$ cat src/rtl/store_merge_unit.sv
// ============================================================================
// store_merge_unit
//   Narrows a 32-bit store to word/half/byte and writes it into a word-only
//   data memory; sub-word stores are done by read-modify-write.
//   Optional feature macro: ALIGN_CHECK_EN (misaligned half/word -> Error).
// Revision: 1.0 - initial release
// ============================================================================
`default_nettype none

module store_merge_unit #(
    parameter int ADDR_WIDTH = 32
) (
    input  logic                  Clk,
    input  logic                  Rst,
    input  logic                  StartStore,
    input  logic [1:0]            StoreSize,
    input  logic [ADDR_WIDTH-1:0] Address,
    input  logic [31:0]           WriteData,
    output logic                  Busy,
    output logic                  Done,
    output logic                  Error,
    output logic [ADDR_WIDTH-1:0] MemAddress,
    output logic                  MemReadEn,
    input  logic [31:0]           MemReadData,
    output logic                  MemWriteEn,
    output logic [31:0]           MemWriteData
);

    localparam logic [2:0] S_IDLE  = 3'd0;
    localparam logic [2:0] S_READ  = 3'd1;
    localparam logic [2:0] S_MERGE = 3'd2;
    localparam logic [2:0] S_WRITE = 3'd3;
    localparam logic [2:0] S_DONE  = 3'd4;

    localparam logic [1:0] c_SIZE_HALF = 2'b01;
    localparam logic [1:0] c_SIZE_BYTE = 2'b10;

    logic [2:0]            r_state;
    logic [2:0]            w_next;
    logic [1:0]            r_size;
    logic [1:0]            r_off;
    logic [15:0]           r_src;
    logic [31:0]           r_wdata;
    logic [ADDR_WIDTH-1:0] r_addr;
    logic                  w_is_word;
    logic                  w_misalign;
    logic                  w_accept;
    logic [31:0]           w_mask;
    logic [31:0]           w_lane;
    logic [31:0]           w_merged;

    // Reserved size 2'b11 is handled as a full word.
    assign w_is_word = (StoreSize != c_SIZE_HALF) && (StoreSize != c_SIZE_BYTE);
    assign w_accept  = (r_state == S_IDLE) && StartStore;

`ifdef ALIGN_CHECK_EN
    logic r_err;

    assign w_misalign = ((StoreSize == c_SIZE_HALF) && Address[0]) ||
                        (w_is_word && (Address[1:0] != 2'b00));

    always_ff @(posedge Clk) begin
        if (Rst) begin
            r_err <= 1'b0;
        end else if (w_accept) begin
            r_err <= w_misalign;
        end
    end
`else
    assign w_misalign = 1'b0;
`endif

    // State register
    always_ff @(posedge Clk) begin
        if (Rst) begin
            r_state <= S_IDLE;
        end else begin
            r_state <= w_next;
        end
    end

    // Next-state logic
    always_comb begin
        w_next = r_state;
        case (r_state)
            S_IDLE: begin
                if (StartStore) begin
                    if (w_misalign) begin
                        w_next = S_DONE;
                    end else if (w_is_word) begin
                        w_next = S_WRITE;
                    end else begin
                        w_next = S_READ;
                    end
                end
            end
            S_READ:  w_next = S_MERGE;
            S_MERGE: w_next = S_WRITE;
            S_WRITE: w_next = S_DONE;
            S_DONE:  w_next = S_IDLE;
            default: w_next = S_IDLE;
        endcase
    end

    // Output decode
    always_comb begin
        Busy       = (r_state == S_READ) || (r_state == S_MERGE) || (r_state == S_WRITE);
        Done       = (r_state == S_DONE);
        MemReadEn  = (r_state == S_READ);
        MemWriteEn = (r_state == S_WRITE);
`ifdef ALIGN_CHECK_EN
        Error      = (r_state == S_DONE) && r_err;
`else
        Error      = 1'b0;
`endif
    end

    // Big-endian lanes: byte offset 0 is bits [31:24]; half lane picked by offset[1].
    always_comb begin
        w_mask = 32'h0000_0000;
        w_lane = 32'h0000_0000;
        if (r_size == c_SIZE_BYTE) begin
            w_mask = 32'hFF00_0000 >> {r_off, 3'b000};
            w_lane = {4{r_src[7:0]}};
        end else begin
            w_mask = r_off[1] ? 32'h0000_FFFF : 32'hFFFF_0000;
            w_lane = {2{r_src[15:0]}};
        end
        w_merged = (MemReadData & ~w_mask) | (w_lane & w_mask);
    end

    always_ff @(posedge Clk) begin
        if (Rst) begin
            r_addr  <= '0;
            r_size  <= 2'b00;
            r_off   <= 2'b00;
            r_src   <= 16'h0000;
            r_wdata <= 32'h0000_0000;
        end else if (w_accept) begin
            r_addr  <= {Address[ADDR_WIDTH-1:2], 2'b00};
            r_size  <= StoreSize;
            r_off   <= Address[1:0];
            r_src   <= WriteData[15:0];
            r_wdata <= WriteData;
        end else if (r_state == S_MERGE) begin
            r_wdata <= w_merged;
        end
    end

    assign MemAddress   = r_addr;
    assign MemWriteData = r_wdata;

endmodule

`default_nettype wire
$ cat config.mk
export PLATFORM = sky130hd
export DESIGN_NAME = store_merge_unit
export DESIGN_NICKNAME = d
export VERILOG_FILES = /design/src/rtl/store_merge_unit.sv
export SDC_FILE = /design/constraint.sdc
export NUM_CORES = 1
export LEC_CHECK = 0
export ABC_AREA = 1
export BUFFER_PORTS_ARGS = -buffer_cell sky130_fd_sc_hd__buf_2
export CAP_MARGIN = 20
export CORE_ASPECT_RATIO = 1.4
export CORE_MARGIN = 2
export CORE_UTILIZATION = 50
export CTS_CLUSTER_SIZE = 30
export DETAILED_ROUTE_END_ITERATION = 16
export HOLD_SLACK_MARGIN = 0.05
export PLACE_DENSITY = 0.89
export SLEW_MARGIN = 30
export SYNTH_ARGS = -nofsm -noshare
export SYNTH_HDL_FRONTEND = slang
export SYNTH_SLANG_ARGS = --single-unit
export TNS_END_PERCENT = 10
$ cat constraint.sdc
create_clock -name Clk -period 2.4 [get_ports Clk]
set_input_delay 0.12 -clock Clk [delete_from_list [all_inputs] [get_ports Clk]]
set_output_delay 0.12 -clock Clk [all_outputs]
set_load 0.005 [all_outputs]
# Word-level counts from Yosys, hierarchy flattened

Cells that the tools add are included.
W data, S select, Z words.

Bits in registers: 85

Shift operators: 1
Bitwise gates (word level): 4
Muxes and demuxes: 8
Equality and inequality tests: 8
Reductions and logical operators: 6

Operators with widths:

| operator                | number |
|---|---|
| $mux W32                | 5 |
| $and A32 B32 Y32        | 2 |
| $not A32 Y32            | 1 |
| $or A32 B32 Y32         | 1 |
| $shr A32 B5 Y32 const A | 1 |
| $pmux W3 S4             | 1 |
| $eq A3 B2 Y1 const B    | 2 |
| $ne A2 B2 Y1 const B    | 2 |
| $eq A3 B1 Y1 const B    | 1 |
| $eq A3 B3 Y1 const B    | 1 |
| $logic_not A3 Y1        | 1 |
| $mux W3                 | 1 |
| $eq A2 B2 Y1 const B    | 1 |
| $logic_and A1 B1 Y1     | 2 |
| $logic_or A1 B1 Y1      | 2 |
| $mux W2                 | 1 |
| $ne A2 B1 Y1 const B    | 1 |
| $reduce_bool A2 Y1      | 1 |

# Logic depth before layout (Yosys ltp)

Gate-level depths: netlist of run 1.

Depth in word-level cells: 7
Mapped depth: 8
Depth with buffers taken out: 7

# Worst setup path before layout of run 1

Ideal clock, no wire load.

Path kind: register -> register
From: reg r_state[2]
To: reg r_addr[30] (netlist: MemAddress[30])
Cell stages (with the launch flop): 8
Arrival: 1091 ps
Path buffers: 3
Required time: 2287 ps
Period minus slack after synthesis: 1205 ps
Library setup time: 113 ps
Path slack: 1195 ps
Cells stage by stage: dfxtp_1 > buf_6 > nor2_8 > nand3_4 > buf_6 > buf_6 > o21ai_1 > nor2_1

Longest elaborated chain between the ends: 2

RTL lines:

| what                   | line | source |
|---|---|---|
| start, declared        | 38   | `logic [2:0] r_state;` |
| start signal, assigned | 78   | `r_state <= w_next;` |
| $logic_not A3 Y1       | 54   | `assign w_accept = (r_state == S_IDLE) && StartStore;` |
| $logic_and A1 B1 Y1    | 54   |  |
| end signal, assigned   | 140  | `r_addr <= {Address[ADDR_WIDTH-1:2], 2'b00};` |
| end, declared          | 44   | `logic [ADDR_WIDTH-1:0] r_addr;` |

Every way passes these cells.
A chain may end at the register's enable or synchronous reset.

# Final worst setup path of run 1

From: reg r_state[2]
To: reg r_addr[16] (netlist: MemAddress[16])

The elaborated chain is that of the path after synthesis.

==> results.cfg, run 1 <==
[setup_path]
cp.arrival_ns = 2.01
crit_type = flop to flop
cp-end-kind = flop
worstPathRequired_ns = 2.67
cp_max_fo = 28
crit_path_start_kind = flop

[sta]
postLayoutSetupSlackWorst_ns = 0.651
worst_slew_pin_slew_ns = 0.583
relative_slew_slack_pct = 61.1
fin_skew_ns = 0.00541
slew_violations = 0
layout_min_cycle_time_ns = 1.75
timing.fmax_mhz = 572
hold_fails_final_rpt = 0
setup_viol = 0
fin_hold_ws_ns = 0.0475
unrepaired_setup_endpoints_after_global_routing = false
totalNegativeSetupSlack_ns = 0
final.period_utilization_pct = 72.9

[routing]
route.final.wire_length_mm = 11.8
viasPerCell = 4.97
drt_drc_violations_left = 0
total_via_count_in_the_routed_design = 4526
drt-initial-drc-count = 290
wire_per_inst_um = 12.9
drt-pass1-iter-count = 6
postRouteAntennaNets = 0

[clock_network]
cts_tree = built
clk_pin_slew_ns = 0.06
cts.repair.resized = 0
clkSinkCount = 85
clock_tree.root_cell = sky130_fd_sc_hd__clkbuf_16
number_of_levels_the_h_tree_was_split_into = 3
clk_path_buf_depth = 2
cts_setup_buffers = 0
insertion_delay_ns = 0.34
numCtsBuffers = 9

[status]
result_of_the_run = finished, final reports clean

[layout]
nNetsFinal = 908
antenna-diode-count = 0
post_route_cells_drive_above_1_share_pct = 23.2
syn_to_final_growth_pct = 32.0

[placement]
dpl.hpwl_mm = 7.86
gp_routability_congestion = 0.886
dp_slack_ns = 0.687
io_buffer_count = 166

[floorplanning]
height_of_the_die_um = 112
placeableCoreArea_um2 = 8150
horizontal_die_dimension_um = 81.5
num_rows = 39
io_pins = 170
initial_utilization_pct = 51.6
die_area_um2 = 9170

[global_routing]
groute.usage.overall_pct = 26.0
global_route.overflow_total = 0
number_of_antenna_violations_at_the_first_check_in_global_routing = 0
grt_first_pass_wirelength_mm = 18.7
grt_max_degree = 92
vias_in_the_first_global_route = 4199

[power]
power_density_nw_per_um2 = 782
power_frac_clock_pct = 33.5
power_report.internal_total_uw = 3010
fraction_of_power_spent_switching_nets_pct = 30.6
seq_power_share_pct = 39.6
ir_worst_vdd_mv = 0.505
power_switching_uw = 1330
power_leakage_uw = 0.00304
p_comb_share_pct = 26.9
design_power_total_uw = 4340

[synth]
synth_seq_cells = 85
netlist_instances = 635
fraction_of_the_yosys_area_taken_by_sequential_cells_pct = 40.5
synth.lib_cells_used.distinct = 20
synthesis.yosys.warnings = 0
postSynthAreaPerCell_um2 = 6.62
synthesis.area_um2 = 4200

[worst_hold_path]
worst_hold_path_type = primary input to flop

[flow_run]
maxCapViolCount = 0
-- sequential cells by signal (all words and copies together), names as in the netlist --
signal and flops:
MemAddress 30, r_state 3, r_src 16, r_off 2
r_size 2, MemWriteData 32
-- synth_stat cells --
cell type                    n  area [µm²]
sky130_fd_sc_hd__nand2_1   103         387
sky130_fd_sc_hd__xnor2_1     1        8.76
sky130_fd_sc_hd__nor3_1      4        20.0
sky130_fd_sc_hd__a21oi_1    52         260
sky130_fd_sc_hd__o21a_4      1        15.0
sky130_fd_sc_hd__conb_1      1        3.75
sky130_fd_sc_hd__nor2_1     65         244
sky130_fd_sc_hd__inv_1     120         450
sky130_fd_sc_hd__buf_4       4        30.0
sky130_fd_sc_hd__buf_2      14        70.1
sky130_fd_sc_hd__inv_2       2        7.51
sky130_fd_sc_hd__nand3_4     1        17.5
sky130_fd_sc_hd__dfxtp_1    85        1700
sky130_fd_sc_hd__buf_6      12         135
sky130_fd_sc_hd__nor2_8      1        20.0
sky130_fd_sc_hd__clkbuf_1   11        41.3
sky130_fd_sc_hd__nor4_1      1        6.26
sky130_fd_sc_hd__o21ai_0    60         300
sky130_fd_sc_hd__nand3_1    59         295
sky130_fd_sc_hd__o21ai_1    38         190
-- cell families (layout without fill, tap and decap cells) --
group           count (synthesis)  in the layout  synth area share, %
compound gates                151            151                 18.2
xor+xnor                        1              1                0.208
buf+inv                       163            335                 17.5
flops                          85             85                 40.5
other cells                     1              3               0.0892
simple gates                  234            234                 23.5
-- cell usage in the layout, fill, tap and decap left out --
cell                            synthesis  final
sky130_fd_sc_hd__inv_2                  2      2
sky130_fd_sc_hd__nand3_1               59     59
sky130_fd_sc_hd__buf_12                 0      2
sky130_fd_sc_hd__nor4_1                 1      1
sky130_fd_sc_hd__nand3_4                1      1
sky130_fd_sc_hd__nor3_1                 4      4
sky130_fd_sc_hd__clkbuf_1              11      1
sky130_fd_sc_hd__o21ai_1               38     38
sky130_fd_sc_hd__o21a_4                 1      1
sky130_fd_sc_hd__conb_1                 1      3
sky130_fd_sc_hd__buf_4                  4      3
sky130_fd_sc_hd__clkinv_1               0      1
sky130_fd_sc_hd__buf_2                 14    166
sky130_fd_sc_hd__inv_1                120    119
sky130_fd_sc_hd__xnor2_1                1      1
sky130_fd_sc_hd__nor2_1                65     65
sky130_fd_sc_hd__nand2_1              103    103
sky130_fd_sc_hd__nor2_8                 1      1
sky130_fd_sc_hd__dlygate4sd3_1          0     29
sky130_fd_sc_hd__bufinv_16              0      2
sky130_fd_sc_hd__a21oi_1               52     52
sky130_fd_sc_hd__dfxtp_1               85     85
sky130_fd_sc_hd__clkbuf_8               0      1
sky130_fd_sc_hd__clkbuf_16              0      9
sky130_fd_sc_hd__o21ai_0               60     60
-- cell type report --
cell class	count	area, µm²
timing repair buffer	200	1180
clock inverter	2	60.1
fill	713	2600
clock buffer	11	243
sequential	85	1700
inverter	122	458
tap	102	128
multi-input combinational	389	1780
-- metal layers --
layer	share of wire (%)	global-route usage [%]	wire length, µm
met1	39	29.5	4640
met2	50	43.9	5880
met3	7.5	7.23	887
met4	3.1	12.8	369
met5	0	0	0
-- metrics by stage --
stage / instances / instance area (µm²) / utilization, %
after floorplan: 637 / 4210 / -
after global routing: 911 / 5550 / 68.1
after CTS: 911 / 5550 / 68.1
after detailed placement: 869 / 4960 / 60.8
after global placement: 869 / 4960 / 60.8
final: 911 / 5550 / 68.1
-- timing repair --
item / CTS / global route
setup endpoints to repair: 0 / 0
hold buffers: 29 / 0
hold endpoints to repair: 29 / 0
-- worst paths after layout --
check / cells after the start / slack [ns] / endpoint / from
hold / removal: 3 / 0.05 / r_src[8] / WriteData[8]
setup / recovery: 6 / 0.65 / MemAddress[16] / r_state[2]
hold reg to reg: 2 / 0.46 / r_src[2] / r_src[2]
setup reg to reg: 6 / 0.65 / MemAddress[16] / r_state[2]
-- worst max-delay path: stages (launching register included) --
cell	delay, ns
sky130_fd_sc_hd__dfxtp_1	0.41
sky130_fd_sc_hd__nor2_8	0.17
sky130_fd_sc_hd__nand3_4	0.24
sky130_fd_sc_hd__inv_2	0.43
sky130_fd_sc_hd__buf_12	0.22
sky130_fd_sc_hd__nor2_1	0.07
sky130_fd_sc_hd__nor2_1	0.12
-- power by group through the flow --
stage,combinational (µW),sequential (µW),clock [µW]
floorplan,758,1740,0
global placement,1090,1750,0
detailed placement,1120,1740,0
CTS,1160,1720,1470
global route,1320,1740,1530
finish,1170,1720,1450
(Power assumes the default switching activity.)
==> run 2: changes to the inputs <==
- CORE_UTILIZATION: 50 -> 44
- PLACE_DENSITY: 0.89 -> 0.84
- clock period: 2.4 -> 1.52 ns (I/O delays scaled with it)
==> run 2 against run 1 <==
Effect of this change: non-clock buffer count is 31 higher; clock skew is 0.0033 ns higher; wire length is 8.6% higher; critical path depth is 1 lower; design area is 6.4% higher; via count is 3.1% higher; largest power group unchanged.
==> results.cfg, run 2 (synthesis gave the netlist of run 1 again) <==
[placement]
post_placement_cell_count = 888
dpl.hpwl_mm = 8.24
io_buffer_count = 166
gp_routability_congestion = 1.02
placed_area_um2 = 5090

[sta]
fin_hold_ws_ns = 0.0631
setup_viol = 0
unrepaired_setup_endpoints_after_global_routing = true
final.period_utilization_pct = 94.5
fin_skew_ns = 0.00874
slew_violations = 0
timing.fmax_mhz = 696
layout_min_cycle_time_ns = 1.44
hold_fails_final_rpt = 0

[floorplanning]
horizontal_die_dimension_um = 86.6
num_rows = 42
initial_utilization_pct = 44.9
placeableCoreArea_um2 = 9350
height_of_the_die_um = 120
io_pins = 170
die_area_um2 = 10400

[clock_network]
clkSinkCount = 85
clock_tree.root_cell = sky130_fd_sc_hd__clkbuf_16
numCtsBuffers = 9
cts_tree = built
number_of_levels_the_h_tree_was_split_into = 3
clk_pin_slew_ns = 0.07
insertion_delay_ns = 0.34
cts_setup_buffers = 0
clk_path_buf_depth = 2

[power]
seq_power_share_pct = 38.9
power_density_nw_per_um2 = 1180
design_power_total_uw = 6970
power_switching_uw = 2210
power_frac_clock_pct = 32.4
power_report.internal_total_uw = 4760
ir_worst_vdd_mv = 0.676
fraction_of_power_spent_switching_nets_pct = 31.7
p_comb_share_pct = 28.8
power_leakage_uw = 0.00320

[setup_path]
regToRegSetupSlack_ns = 0.08
cp_max_fo = 50
worst_r2r_startpoint = r_state[1]
worstPathRequired_ns = 1.79
cp-end-kind = flop
r2r_end = MemWriteData[7]
crit_type = flop to flop
cp.arrival_ns = 1.70
crit_path_start_kind = flop
timing.reg2reg.worst_path_depth = 5

[layout]
largest_register_ff_count = 32
finalCoreUtilization_pct = 63.1
layout.cells.most_common_list = 166 x sky130_fd_sc_hd__buf_2, 119 x sky130_fd_sc_hd__inv_1, 103 x sky130_fd_sc_hd__nand2_1
post_route_cells_drive_above_1_share_pct = 24.2
syn_to_final_growth_pct = 40.5
most_common_cell_after_layout_fill_and_taps_aside = sky130_fd_sc_hd__buf_2
antenna-diode-count = 0
final-instance-count-excl-fill = 954
nNetsFinal = 940
final_area_um2 = 5910

[routing]
drt_drc_violations_left = 0
wl_met1_mm = 4.86
wire_per_inst_um = 13.4
postRouteAntennaNets = 0
met2WireLength_mm = 6.62
dr.max_layer_used = met4
route.final.wire_length_mm = 12.8
total_via_count_in_the_routed_design = 4666
drt-initial-drc-count = 396
drt-pass1-iter-count = 5
route.met3.wl_um = 881
viasPerCell = 4.89

[global_routing]
vias_in_the_first_global_route = 4360
number_of_antenna_violations_at_the_first_check_in_global_routing = 0
grt_first_pass_wirelength_mm = 19.7
global_route.overflow_total = 0
groute.usage.overall_pct = 23.9
grt_max_degree = 65

[worst_hold_path]
min_delay_startpoint = Address[1]
worst_hold_path.endpoint = r_off[1]
holdPathStages = 3
worst_hold_path_type = primary input to flop

[status]
result_of_the_run = finished, final reports clean

[flow_run]
maxCapViolCount = 0
==> run 2: cell count changes in the layout (fill, tap and decap cells not counted) <==
cell                            change
sky130_fd_sc_hd__clkinv_4           +1
sky130_fd_sc_hd__bufinv_16          -1
sky130_fd_sc_hd__clkbuf_1           -1
sky130_fd_sc_hd__clkinvlp_4         +2
sky130_fd_sc_hd__clkbuf_8           +1
sky130_fd_sc_hd__buf_4              +7
sky130_fd_sc_hd__buf_12             +3
sky130_fd_sc_hd__dlygate4sd3_1     +20
sky130_fd_sc_hd__o21a_4             +1
sky130_fd_sc_hd__clkinv_2           +1
sky130_fd_sc_hd__buf_6              +1
==> run 2: area by class of cell <==
| class | count | area, µm² |
|---|---|---|
| clock buffers | 11 | 253 |
| clock inverters | 5 | 58.8 |
| fillers | 826 | 3450 |
| inverters | 122 | 458 |
| multi-input cells | 390 | 1790 |
| flip-flops and latches | 85 | 1700 |
| well taps | 110 | 138 |
| repair buffers | 231 | 1510 |
==> run 2: worst max-delay path: stages (launching register included) <==
cell,delay [ns]
sky130_fd_sc_hd__dfxtp_1,0.51
sky130_fd_sc_hd__inv_2,0.10
sky130_fd_sc_hd__nand3_4,0.20
sky130_fd_sc_hd__buf_12,0.26
sky130_fd_sc_hd__nand3_1,0.14
sky130_fd_sc_hd__a21oi_1,0.14
==> run 2: worst max-delay path by stage <==
stage               startpoint                to  slack (ns)  cells after the start
global route        r_state[1]   MemWriteData[3]       -0.02                      5
floorplan           r_state[2]    MemAddress[30]        0.32                      7
CTS                 r_state[0]  MemWriteData[17]         0.1                      5
finish              r_state[1]   MemWriteData[7]        0.08                      5
global placement    r_state[0]   MemWriteData[4]        0.13                      5
detailed placement  r_state[0]  MemWriteData[17]        0.11                      5
==> run 2: layer usage <==
metal / GRT usage (%) / vias up
met4: 10.5 / 0
met3: 6.05 / 38
li1: - / 2394
met2: 43.0 / 204
met5: 0 / -
met1: 25.9 / 2030
==> run 2: stage by stage <==
step / setup slack, ns / TNS (ns)
final: 0.0829 / 0
after CTS: 0.0975 / 0
after global placement: 0.132 / 0
after floorplan: 0.315 / 0
after detailed placement: 0.110 / 0
after global routing: -0.0179 / -0.0325
==> run 2: what timing repair did <==
item	in CTS	in global routing
endpoints found under the hold margin	49	0
hold buffers	49	0
setup endpoints to repair	0	31
resized for setup	0	2
==> run 2: power by group through the flow <==
stage          Clock (µW)  Combinational [µW]  Sequential, µW
6_report             2260                2000            2710
5_1_grt              2390                2250            2740
4_1_cts              2310                1960            2700
3_5_place_dp            0                1850            2740
3_3_place_gp            0                1830            2740
2_1_floorplan           0                1200            2750
==> run 3: changes to the inputs <==
- CORE_UTILIZATION: 44 -> 50
- PLACE_DENSITY: 0.84 -> 0.89
- clock period: 1.52 -> 1.7 ns (I/O delays scaled with it)
==> run 3 against run 2 <==
Effect of this change: combinational power is 11% lower; first-iteration DRC count grew 11%; setup slack improved by 0.25 ns; critical path depth up 1; via count grew 0.41%; cell count decreased by 1.4%; count of clock-buffer cells in the layout increased by 1; non-clock buffer count is 4 lower; design area shrank 1.7%.
==> results.cfg, run 3 (synthesis gave the netlist of run 1 again) <==
[layout]
largest_register_ff_count = 32
post_route_cells_drive_above_1_share_pct = 24.0
final-instance-count-excl-fill = 941
most_common_cell_after_layout_fill_and_taps_aside = sky130_fd_sc_hd__buf_2
layout.cells.most_common_list = 166 x sky130_fd_sc_hd__buf_2, 119 x sky130_fd_sc_hd__inv_1, 103 x sky130_fd_sc_hd__nand2_1
syn_to_final_growth_pct = 38.1
antenna-diode-count = 0
nNetsFinal = 935
final.fill_count = 642

[power]
power_leakage_uw = 0.00316
ir_worst_vdd_mv = 0.588
seq_power_share_pct = 40.0
design_power_total_uw = 6040
power_density_nw_per_um2 = 1040
power_frac_clock_pct = 30.6
fraction_of_power_spent_switching_nets_pct = 32.1
power_report.internal_total_uw = 4100
power_switching_uw = 1940
p_comb_share_pct = 29.3

[sta]
unrepaired_setup_endpoints_after_global_routing = false
timing.fmax_mhz = 731
fin_hold_ws_ns = 0.0650
totalNegativeSetupSlack_ns = 0
slew_violations = 0
fin_skew_ns = 0.00707
setup_viol = 0
layout_min_cycle_time_ns = 1.37
postLayoutSetupSlackWorst_ns = 0.332
hold_fails_final_rpt = 0
final.period_utilization_pct = 80.5

[worst_hold_path]
worst_hold_path_type = primary input to flop
holdPathStages = 3

[routing]
viasPerCell = 4.98
postRouteAntennaNets = 0
drt-initial-drc-count = 441
wire_per_inst_um = 13.0
total_via_count_in_the_routed_design = 4685
drt-pass1-iter-count = 6
drt_drc_violations_left = 0
route.final.wire_length_mm = 12.2

[setup_path]
cp_cell_sequence = nor2_8, nand3_4, inv_2, buf_12, nor2_1, nor2_1
crit_path_start_kind = flop
cp_max_fo = 26
cp-end-kind = flop
worst-path-stages = 6
critical_path.most_common_cell = sky130_fd_sc_hd__nor2_1
critical-path-top-delay-family = buffers and inverters
critical-path-max-stage-delay_ns = 0.38
cp.arrival_ns = 1.62
timing.reg2reg.worst_path_depth = 6
worstPathRequired_ns = 1.95
worstPathBufferInverterCount = 2
cp_slowest_cell = sky130_fd_sc_hd__dfxtp_1
crit_type = flop to flop

[floorplanning]
initial_utilization_pct = 51.6
placeableCoreArea_um2 = 8150
height_of_the_die_um = 112
num_rows = 39
io_pins = 170
die_area_um2 = 9170
horizontal_die_dimension_um = 81.5

[clock_network]
insertion_delay_ns = 0.33
cts.repair.resized = 0
clkSinkCount = 85
clk_pin_slew_ns = 0.06
clock_tree.root_cell = sky130_fd_sc_hd__clkbuf_16
cts_tree = built
numCtsBuffers = 9
number_of_levels_the_h_tree_was_split_into = 3
clk_path_buf_depth = 2

[placement]
dp_slack_ns = 0.369
dpl.hpwl_mm = 8.05
gp_routability_congestion = 0.910
io_buffer_count = 166
post_placement_cell_count = 879

[global_routing]
vias_in_the_first_global_route = 4276
grt_max_degree = 64
number_of_antenna_violations_at_the_first_check_in_global_routing = 0
grt_first_pass_wirelength_mm = 19.5
global_route.overflow_total = 0
groute.usage.overall_pct = 26.6

[flow_run]
maxCapViolCount = 0

[status]
result_of_the_run = finished, final reports clean
==> run 3: cell types whose count changed in the layout (fill, tap and decap cells not counted), sizes merged <==
cell         change
buf              -1
bufinv           -1
clkbuf           +1
dlygate4sd3      -3
o21a             -1
==> run 3: stage by stage <==
step	instance area, µm²	utilization, %
2_1_floorplan	4210	-
4_1_cts	5810	71.2
3_3_place_gp	5060	62.0
3_5_place_dp	5060	62.0
5_1_grt	5810	71.2
6_report	5810	71.2
==> run 3: layout make-up <==
type	count	area, µm²	area share (%)
flip-flops and latches	85	1700	29.3
multi-input cells	389	1780	30.6
clock inverters	4	32.5	0.560
repair buffers	227	1450	25.0
clock buffers	12	256	4.42
inverters	122	458	7.89
well taps	102	128	2.20
==> run 3: per-layer routing <==
metal	routed length [µm]	track usage (%)	vias up
met5	0	0	-
met4	420	12.7	0
met3	993	5.06	37
met2	6060	45.3	224
met1	4750	31.5	2053
li1	-	-	2371
==> run 3: worst min-delay path: cells and delay by family <==
family / cells / cell delay, ns
AO/OA/AOI/OAI: 1 / 0.09
buffers and inverters: 1 / 0.10
AND/OR/NAND/NOR: 1 / 0.08
==> run 3: timing repair <==
item / in CTS / in global routing
setup endpoints to repair: 0 / 0
endpoints found under the hold margin: 46 / 0
setup buffers: 0 / 0
hold buffers: 46 / 0
==> run 3: worst paths after layout <==
kind	startpoint	end	slack, ns
max	r_state[0]	MemAddress[9]	0.33
min	StoreSize[1]	r_size[1]	0.06
min reg2reg	r_src[14]	r_src[14]	0.47
max reg2reg	r_state[0]	MemAddress[9]	0.33
==> run 3: power by group through the flow <==
stage	Clock [µW]	Combinational [µW]	Sequential, µW
floorplan	0	1070	2460
global placement	0	1630	2450
detailed placement	0	1660	2450
CTS	1880	1750	2410
global route	1970	1990	2450
finish	1850	1770	2420
